--- src/rtl/dfd_xtrigger_in_qualifier.sv ---
// Cross-trigger receive qualifier: per-lane sync, min-width glitch filter, one-shot event, sticky + saturating count.
// Optional stuck-high detection under `DFD_XTRIGGER_QUAL_STUCK_DETECT_EN`.
//
// state      | meaning
// S_IDLE     | waiting for a qualified rising level (lane enabled, low seen since reset)
// S_QUAL     | counting consecutive high samples up to N = max(min_high,1)
// S_ACTIVE   | accepted; event registered on the edge leaving this state
// S_WAIT_LOW | trigger consumed, waiting for the level to drop before re-arming
module dfd_xtrigger_in_qualifier #(
  parameter int XTRIGGER_WIDTH = 2,
  parameter int MIN_HIGH_WIDTH = 4,
  parameter int EVT_CNTR_WIDTH = 16
) (
  input  logic                                       i_clock,
  input  logic                                       i_reset,
  input  logic [XTRIGGER_WIDTH-1:0]                  i_xtrigger_in,
  input  logic [XTRIGGER_WIDTH-1:0]                  i_lane_en,
  input  logic [XTRIGGER_WIDTH*MIN_HIGH_WIDTH-1:0]   i_min_high,
  input  logic [XTRIGGER_WIDTH-1:0]                  i_status_clr,
  output logic [XTRIGGER_WIDTH-1:0]                  o_xtrigger_evt,
  output logic [XTRIGGER_WIDTH-1:0]                  o_xtrigger_sticky,
  output logic [XTRIGGER_WIDTH*EVT_CNTR_WIDTH-1:0]   o_xtrigger_cnt
`ifdef DFD_XTRIGGER_QUAL_STUCK_DETECT_EN
  ,
  output logic [XTRIGGER_WIDTH-1:0]                  o_xtrigger_stuck
`endif
);

  localparam int QW = MIN_HIGH_WIDTH;
  localparam int CW = EVT_CNTR_WIDTH;

  typedef enum logic [1:0] {
    S_IDLE     = 2'd0,
    S_QUAL     = 2'd1,
    S_ACTIVE   = 2'd2,
    S_WAIT_LOW = 2'd3
  } state_t;

  logic [XTRIGGER_WIDTH-1:0] r_sync1;
  logic [XTRIGGER_WIDTH-1:0] r_sync_q;
  logic [1:0]                r_vld;
  logic [XTRIGGER_WIDTH-1:0] r_armed;
  state_t                    r_state        [XTRIGGER_WIDTH];
  state_t                    w_state_nxt    [XTRIGGER_WIDTH];
  logic [QW-1:0]             r_qual_cnt     [XTRIGGER_WIDTH];
  logic [QW-1:0]             w_qual_cnt_nxt [XTRIGGER_WIDTH];
  logic [XTRIGGER_WIDTH-1:0] w_fire;
  logic [XTRIGGER_WIDTH-1:0] r_evt;
  logic [XTRIGGER_WIDTH-1:0] r_sticky;
  logic [CW-1:0]             r_cnt          [XTRIGGER_WIDTH];

  // r_vld tracks when sync_q holds real input samples, so the post-reset zeros
  // in the synchronizer are never mistaken for a genuine low level.
  always_ff @(posedge i_clock) begin
    if (i_reset) begin
      r_sync1  <= '0;
      r_sync_q <= '0;
      r_vld    <= '0;
      r_armed  <= '0;
    end else begin
      r_sync1  <= i_xtrigger_in;
      r_sync_q <= r_sync1;
      r_vld    <= {r_vld[0], 1'b1};
      r_armed  <= r_armed | ({XTRIGGER_WIDTH{r_vld[1]}} & ~r_sync_q);
    end
  end

  always_ff @(posedge i_clock) begin
    if (i_reset) begin
      for (int i = 0; i < XTRIGGER_WIDTH; i++) begin
        r_state[i]    <= S_IDLE;
        r_qual_cnt[i] <= '0;
      end
    end else begin
      for (int i = 0; i < XTRIGGER_WIDTH; i++) begin
        r_state[i]    <= w_state_nxt[i];
        r_qual_cnt[i] <= w_qual_cnt_nxt[i];
      end
    end
  end

  always_comb begin
    for (int i = 0; i < XTRIGGER_WIDTH; i++) begin
      logic [QW:0] n_req;
      n_req = {1'b0, i_min_high[i*QW +: QW]};
      if (n_req == '0) n_req = (QW+1)'(1);
      w_state_nxt[i]    = r_state[i];
      w_qual_cnt_nxt[i] = r_qual_cnt[i];
      case (r_state[i])
        S_IDLE: begin
          if (r_sync_q[i] && i_lane_en[i] && r_armed[i]) begin
            w_qual_cnt_nxt[i] = QW'(1);
            w_state_nxt[i]    = (n_req == (QW+1)'(1)) ? S_ACTIVE : S_QUAL;
          end
        end
        S_QUAL: begin
          if (!r_sync_q[i] || !i_lane_en[i]) begin
            w_state_nxt[i]    = S_IDLE;
            w_qual_cnt_nxt[i] = '0;
          end else if (({1'b0, r_qual_cnt[i]} + 1'b1) >= n_req) begin
            // >= so a lowered min_high mid-qualification takes effect at once
            w_state_nxt[i] = S_ACTIVE;
          end else begin
            w_qual_cnt_nxt[i] = r_qual_cnt[i] + 1'b1;
          end
        end
        S_ACTIVE: begin
          w_state_nxt[i]    = S_WAIT_LOW;
          w_qual_cnt_nxt[i] = '0;
        end
        S_WAIT_LOW: begin
          if (!r_sync_q[i] || !i_lane_en[i]) w_state_nxt[i] = S_IDLE;
        end
        default: begin
          w_state_nxt[i]    = S_IDLE;
          w_qual_cnt_nxt[i] = '0;
        end
      endcase
    end
  end

  always_comb begin
    w_fire = '0;
    for (int i = 0; i < XTRIGGER_WIDTH; i++) begin
      w_fire[i] = (r_state[i] == S_ACTIVE);
    end
  end

  // Set/increment takes priority over a coincident clear.
  always_ff @(posedge i_clock) begin
    if (i_reset) begin
      r_evt    <= '0;
      r_sticky <= '0;
      for (int i = 0; i < XTRIGGER_WIDTH; i++) r_cnt[i] <= '0;
    end else begin
      r_evt <= w_fire;
      for (int i = 0; i < XTRIGGER_WIDTH; i++) begin
        if (w_fire[i]) begin
          r_sticky[i] <= 1'b1;
          if (i_status_clr[i])       r_cnt[i] <= CW'(1);
          else if (r_cnt[i] != '1)   r_cnt[i] <= r_cnt[i] + 1'b1;
        end else if (i_status_clr[i]) begin
          r_sticky[i] <= 1'b0;
          r_cnt[i]    <= '0;
        end
      end
    end
  end

`ifdef DFD_XTRIGGER_QUAL_STUCK_DETECT_EN
  logic [7:0]                r_stuck_cnt [XTRIGGER_WIDTH];
  logic [XTRIGGER_WIDTH-1:0] r_stuck;

  // WAIT_LOW is only entered from ACTIVE, so ACTIVE is where the count restarts.
  always_ff @(posedge i_clock) begin
    if (i_reset) begin
      r_stuck <= '0;
      for (int i = 0; i < XTRIGGER_WIDTH; i++) r_stuck_cnt[i] <= '0;
    end else begin
      for (int i = 0; i < XTRIGGER_WIDTH; i++) begin
        if (r_state[i] == S_ACTIVE) begin
          r_stuck_cnt[i] <= '0;
        end else if ((r_state[i] == S_WAIT_LOW) && (r_stuck_cnt[i] != 8'hFF)) begin
          r_stuck_cnt[i] <= r_stuck_cnt[i] + 1'b1;
        end
        if ((r_state[i] == S_WAIT_LOW) && (r_stuck_cnt[i] == 8'hFE)) r_stuck[i] <= 1'b1;
        else if (i_status_clr[i])                                   r_stuck[i] <= 1'b0;
      end
    end
  end

  assign o_xtrigger_stuck = r_stuck;
`endif

  assign o_xtrigger_evt    = r_evt;
  assign o_xtrigger_sticky = r_sticky;

  always_comb begin
    o_xtrigger_cnt = '0;
    for (int i = 0; i < XTRIGGER_WIDTH; i++) begin
      o_xtrigger_cnt[i*CW +: CW] = r_cnt[i];
    end
  end

endmodule

--- config.mk ---
export PLATFORM = sky130hd
export DESIGN_NAME = dfd_xtrigger_in_qualifier
export DESIGN_NICKNAME = d
export VERILOG_FILES = /design/src/rtl/dfd_xtrigger_in_qualifier.sv
export SDC_FILE = /design/constraint.sdc
export NUM_CORES = 1
export LEC_CHECK = 0
export ABC_AREA = 1
export CAP_MARGIN = 20
export CELL_PAD_IN_SITES_DETAIL_PLACEMENT = 0
export CELL_PAD_IN_SITES_GLOBAL_PLACEMENT = 1
export CORE_MARGIN = 2
export CORE_UTILIZATION = 37
export CTS_BUF_LIST = sky130_fd_sc_hd__clkbuf_4
export CTS_CLUSTER_DIAMETER = 30
export DETAILED_ROUTE_END_ITERATION = 12
export PLACE_DENSITY_LB_ADDON = 0.1
export SYNTH_ARGS = -nofsm -noshare
export SYNTH_HDL_FRONTEND = slang
export SYNTH_SLANG_ARGS = --single-unit
--- constraint.sdc ---
create_clock -name i_clock -period 2.1 [get_ports i_clock]
set_input_delay 0.42 -clock i_clock [delete_from_list [all_inputs] [get_ports i_clock]]
set_output_delay 0.42 -clock i_clock [all_outputs]
set_load 0.05 [all_outputs]
### Word level (Yosys, flattened, before mapping)

Memory sizes are Yosys's and may differ from the RTL's.
Index checks and enable logic that the tools add are counted.

| storage, ports and cells | value |
|---|---|
| bits of input ports | 16 |
| word-level logic and storage cells | 122 |
| bits in writable memories | 44 |
| register bits after elaboration | 12 |
| output and inout port bits | 36 |
| memories kept | 3 |

| cells by class | value |
|---|---|
| $add $sub $neg | 6 |
| eq/ne operators | 10 |
| multiplexer cells | 64 |
| order comparisons | 2 |
| bitwise gates (word level) | 13 |
| reductions and logical operators | 16 |

Memory list:

| memory | depth | width | rd ports | clocked after memory_dff | write ports | RTL line | text |
|---|---|---|---|---|---|---|---|
| r_cnt | 2 | 16 | 2 | 0 | 2 | 50 | `logic [CW-1:0] r_cnt [XTRIGGER_WIDTH];` |
| r_qual_cnt | 2 | 4 | 2 | 0 | 2 | 45 | `logic [QW-1:0] r_qual_cnt [XTRIGGER_WIDTH];` |
| r_state | 2 | 2 | 2 | 0 | 2 | 43 | `state_t r_state [XTRIGGER_WIDTH];` |

Operators by type and width:

| kind | number |
|---|---|
| 16-bit 2-to-1 mux | 6 |
| 4-bit 2-to-1 mux | 10 |
| 16-bit by 1-bit adder with 16-bit output (second input constant) | 2 |
| 1-bit 2-to-1 mux | 32 |
| 16-bit inequality test (second input constant) | 2 |
| 2-bit 2-to-1 mux | 12 |
| 4-bit one-hot mux with 3 select lines | 2 |
| 2-bit one-hot mux with 4 select lines | 2 |
| 4-bit by 1-bit adder with 5-bit output (second input constant) | 2 |
| 5-bit by 1-bit == test with 1-bit output (second input constant) | 2 |
| 5-bit greater-or-equal comparator | 2 |
| 1-bit bitwise OR | 10 |
| 4-bit by 1-bit adder with 4-bit output (second input constant) | 2 |
| 2-bit == test (second input constant) | 4 |
| 4-bit logical NOT | 2 |
| 2-bit by 1-bit == test with 1-bit output (second input constant) | 2 |
| 1-bit logical AND | 4 |
| 1-bit logical NOT | 4 |
| 2-bit logical NOT | 2 |
| 2-bit nonzero test | 2 |
| 2-bit AND | 1 |
| 1-bit logical OR | 2 |
| 2-bit NOT | 1 |
| 2-bit bitwise OR | 1 |

### Longest topological paths before layout

An unclocked memory read counts as a cell.

| depth | value |
|---|---|
| word-level depth | 9 |
| gate-level depth with buffers | 15 |
| depth with buffers taken out | 15 |

### Least setup slack after synthesis

No wires, ideal clock.

| timing | value |
|---|---|
| path type | register -> register |
| start point | memory r_cnt[1][0] (netlist bit) |
| end point | memory r_cnt[1][0] (netlist bit), enable pin |
| data required time | 1.684 ns |
| cell stages (with the launch flop) | 8 |
| setup slack | -0.310 ns |
| data arrival time | 1.994 ns |
| setup time | 0.416 ns |
| path buffers | 1 |
| period minus slack after synthesis | 2.410 ns |
| cells stage by stage | edfxtp_1 -> ha_1 -> nand3_2 -> nor2_4 -> nand4_1 -> nand3_2 -> buf_6 -> nand3_1 |

RTL lines:

| what | RTL line |
|---|---|
| start: declaration | 50 |

==> key figures <==
Run
  • Max-cap violations: 0

Power
  • PD cells: 828 nW/µm²
  • Combinational Power Share: 0.412
  • Clock share of power: 0.143
  • Leakage power: between 1.5 and 2 nW
  • Share of power burned in registers: 0.445
  • Switch share: 0.410
  • Switching pwr: approximately 0.0014 W
  • Internal cell power: 0.00199 W
  • Peak supply drop: 0.000641 V

Synthesis
  • Post-Syn Area: between 3000 and 4000 µm²
  • Syn. warnings: 0
  • Top-count cell post-synth: nand2_1
  • Syn Area/Cell: 7.90 µm²
  • Syn nets: between 400 and 500
  • Synth Flop Type: edfxtp_1
  • Area leader, netlist: edfxtp_1
  • Post-synth EDFFs: 32
  • Most frequent cells after synthesis: 90 x nand2_1, 76 x nor2_1, 56 x inv_1
  • Cells after synthesis: between 400 and 500
  • Post-synth top area share: 0.294
  • Synth cell types: 29
  • Asr flop ratio synth: 0
  • Top cells by area, synth: edfxtp_1 29%, dfxtp_1 15%, nand2_1 10%
  • Synth Register Bits: 56
  • Post-synthesis sequential area ratio: 0.441

STA
  • Fin crit share: 0.959
  • Final Setup Violations: 0
  • Fmax: 0.497 GHz
  • Slew headroom: 0.653
  • Clk_skew: 22.4 ps
  • Fin Setup TNS: 0 ps
  • Fin crit period: 2010 ps
  • Final Hold Fails: 0
  • Slew Viols, Final: 0
  • Worst-Margin Slew: 520 ps
  • Setup ws final: 86.5 ps

Layout
  • Post-layout instance area: around 4000 µm²
  • Fillers: 913
  • Share of cells above drive strength 1: 0.0854
  • Multi-input gate area: 1620 µm²
  • Utilization of the core after routing: 0.471
  • Post-layout nets: approximately 520
  • Register area: 1440 µm²
  • Diode count: 0
  • Layout area overhead: 24.2%

Worst setup path
  • Critical path, cell by cell: clkdlybuf4s50_1
  • Top Family by Delay on Critical Path: buffers and inverters
  • Maximum fanout along the worst path: 4
  • Buf+Inv Stages, Crit Path: 1
  • FF-to-FF setup slack: 210 ps
  • CP required: between 1500 and 2000 ps
  • CP max-delay cell: clkdlybuf4s50_1
  • Max incr delay on CP: around 800 ps
  • Critical Path Sink Type: primary output
  • Crit path DAT: 1590 ps
  • Worst Setup Path Type: reg2out
  • Startpoint types: register

Placed design
  • HPWL after DPL: 5000 µm
  • Port bufs: 51
  • Cell Area, Placed: ~4000 µm²
  • RD Place Congestion: 0.749
  • Worst slack at placement: -297 ps

Floorplanning
  • FP Rows: 34
  • Die footprint: 9610 µm²
  • Starting density of the core: 0.379
  • Chip height: 98.0 µm
  • Die X: ~98 µm
  • Area of the core: about 8600 µm²
  • Ports: 52

Global route
  • Vias in the first global route: 2539
  • Gr usage total: 0.141
  • First-pass GRT wire length: 11400 µm
  • Initial antenna violation count: 0
  • Largest net degree at the start of global routing: 18
  • GR Overflow Total: 0

Drt
  • Via count: 2678
  • Initial drt markers: 57
  • Vias per Instance: between 4 and 5
  • WL final: approximately 6600 µm
  • DRC Markers: 0
  • TritonRoute pass-1 iters: 4
  • Average routed wire per standard cell: ~11 µm
  • Remaining antenna violation count: 0

CTS
  • CTS tree: yes
  • CTS root buf: clkbuf_4
  • Clock latency on the worst-skew pair: 390 ps
  • Longest Clk Path Bufs: 2
  • Clock Sinks: 56
  • Reg clk slew, reported paths: approximately 140 ps
  • Num CTS Buffers: 5
  • H-Tree Level Count: 2

Min path
  • Hold WC Path Type: reg2reg

Status
  • Outcome: completed
## final cells by class
cell class              count  share of cell area
flip-flops and latches     56               0.355
inverters                  57              0.0526
clock buffers               6              0.0111
repair buffers             62               0.147
well taps                 108              0.0333
multi-input cells         297               0.398
clock inverters             2             0.00308
## power groups by stage
stage	clock, W	combinational (W)	sequential, W
6_report	0.000482	0.00139	0.00150
2_1_floorplan	0	0.000755	0.00177
5_1_grt	0.000554	0.00157	0.00152
3_3_place_gp	0	0.00140	0.00153
3_5_place_dp	0	0.00140	0.00153
4_1_cts	0.000514	0.00139	0.00150
## routing by layer
layer | track usage | vias up | wire length [µm]
met5 | 0 | - | 0
met4 | 0.0353 | 0 | 71
met3 | 0.0344 | 5 | 245
met2 | 0.224 | 38 | 2920
met1 | 0.194 | 1188 | 3320
li1 | - | 1447 | -
## flip-flops by register name, summed over array words and instances (netlist names)
signal / count
r_sync_q: 2
r_qual_cnt: 8
r_sync1: 2
o_xtrigger_evt: 2
r_vld: 2
r_cnt: 32
r_armed: 2
r_state: 4
o_xtrigger_sticky: 2
## logic make-up after synthesis
group,share of synthesized area
and+or+nand+nor,0.306
buffers and inverters,0.0746
DFF,0.441
AOI/OAI and AO/OA,0.0440
xor gates and xnor gates,0.0589
adders and majority gates,0.0765
## placed cells by master, fill, tap and decap left out, types with 19 or more instances in the layout
master,n
nand2_1,88
dfxtp_1,24
ha_1,20
nor2_1,76
dlygate4sd2_1,19
a21oi_1,19
nand3_1,25
edfxtp_1,32
inv_1,56
clkdlybuf4s50_1,20
## per-stage QoR
step                hold slack, ps  total power [W]  instances
floorplan                      388          0.00253        414
global placement               392          0.00293        580
detailed placement             397          0.00293        580
CTS                            412          0.00340        588
global route                   444          0.00364        588
finish                         415          0.00336        588
## worst paths after layout
kind / to / cells after the start / startpoint
setup / recovery: o_xtrigger_cnt[30] / 1 / r_cnt[1][14]$_SDFFCE_PP0P_
hold / removal: r_sync_q[1]$_SDFF_PP0_ / 2 / r_sync1[1]$_SDFF_PP0_
setup reg to reg: r_qual_cnt[0][4]$_SDFFE_PP0P_ / 13 / r_qual_cnt[0][5]$_SDFFE_PP0P_
hold reg to reg: r_sync_q[1]$_SDFF_PP0_ / 2 / r_sync1[1]$_SDFF_PP0_
## what timing repair did
action,CTS,global route
setup endpoints to repair,19,17
resized for setup,19,14
pin swaps,0,0
buffers inserted,0,0
cloned,0,0
hold buffers,0,0
Note: power is estimated with default switching activity, not from simulation.
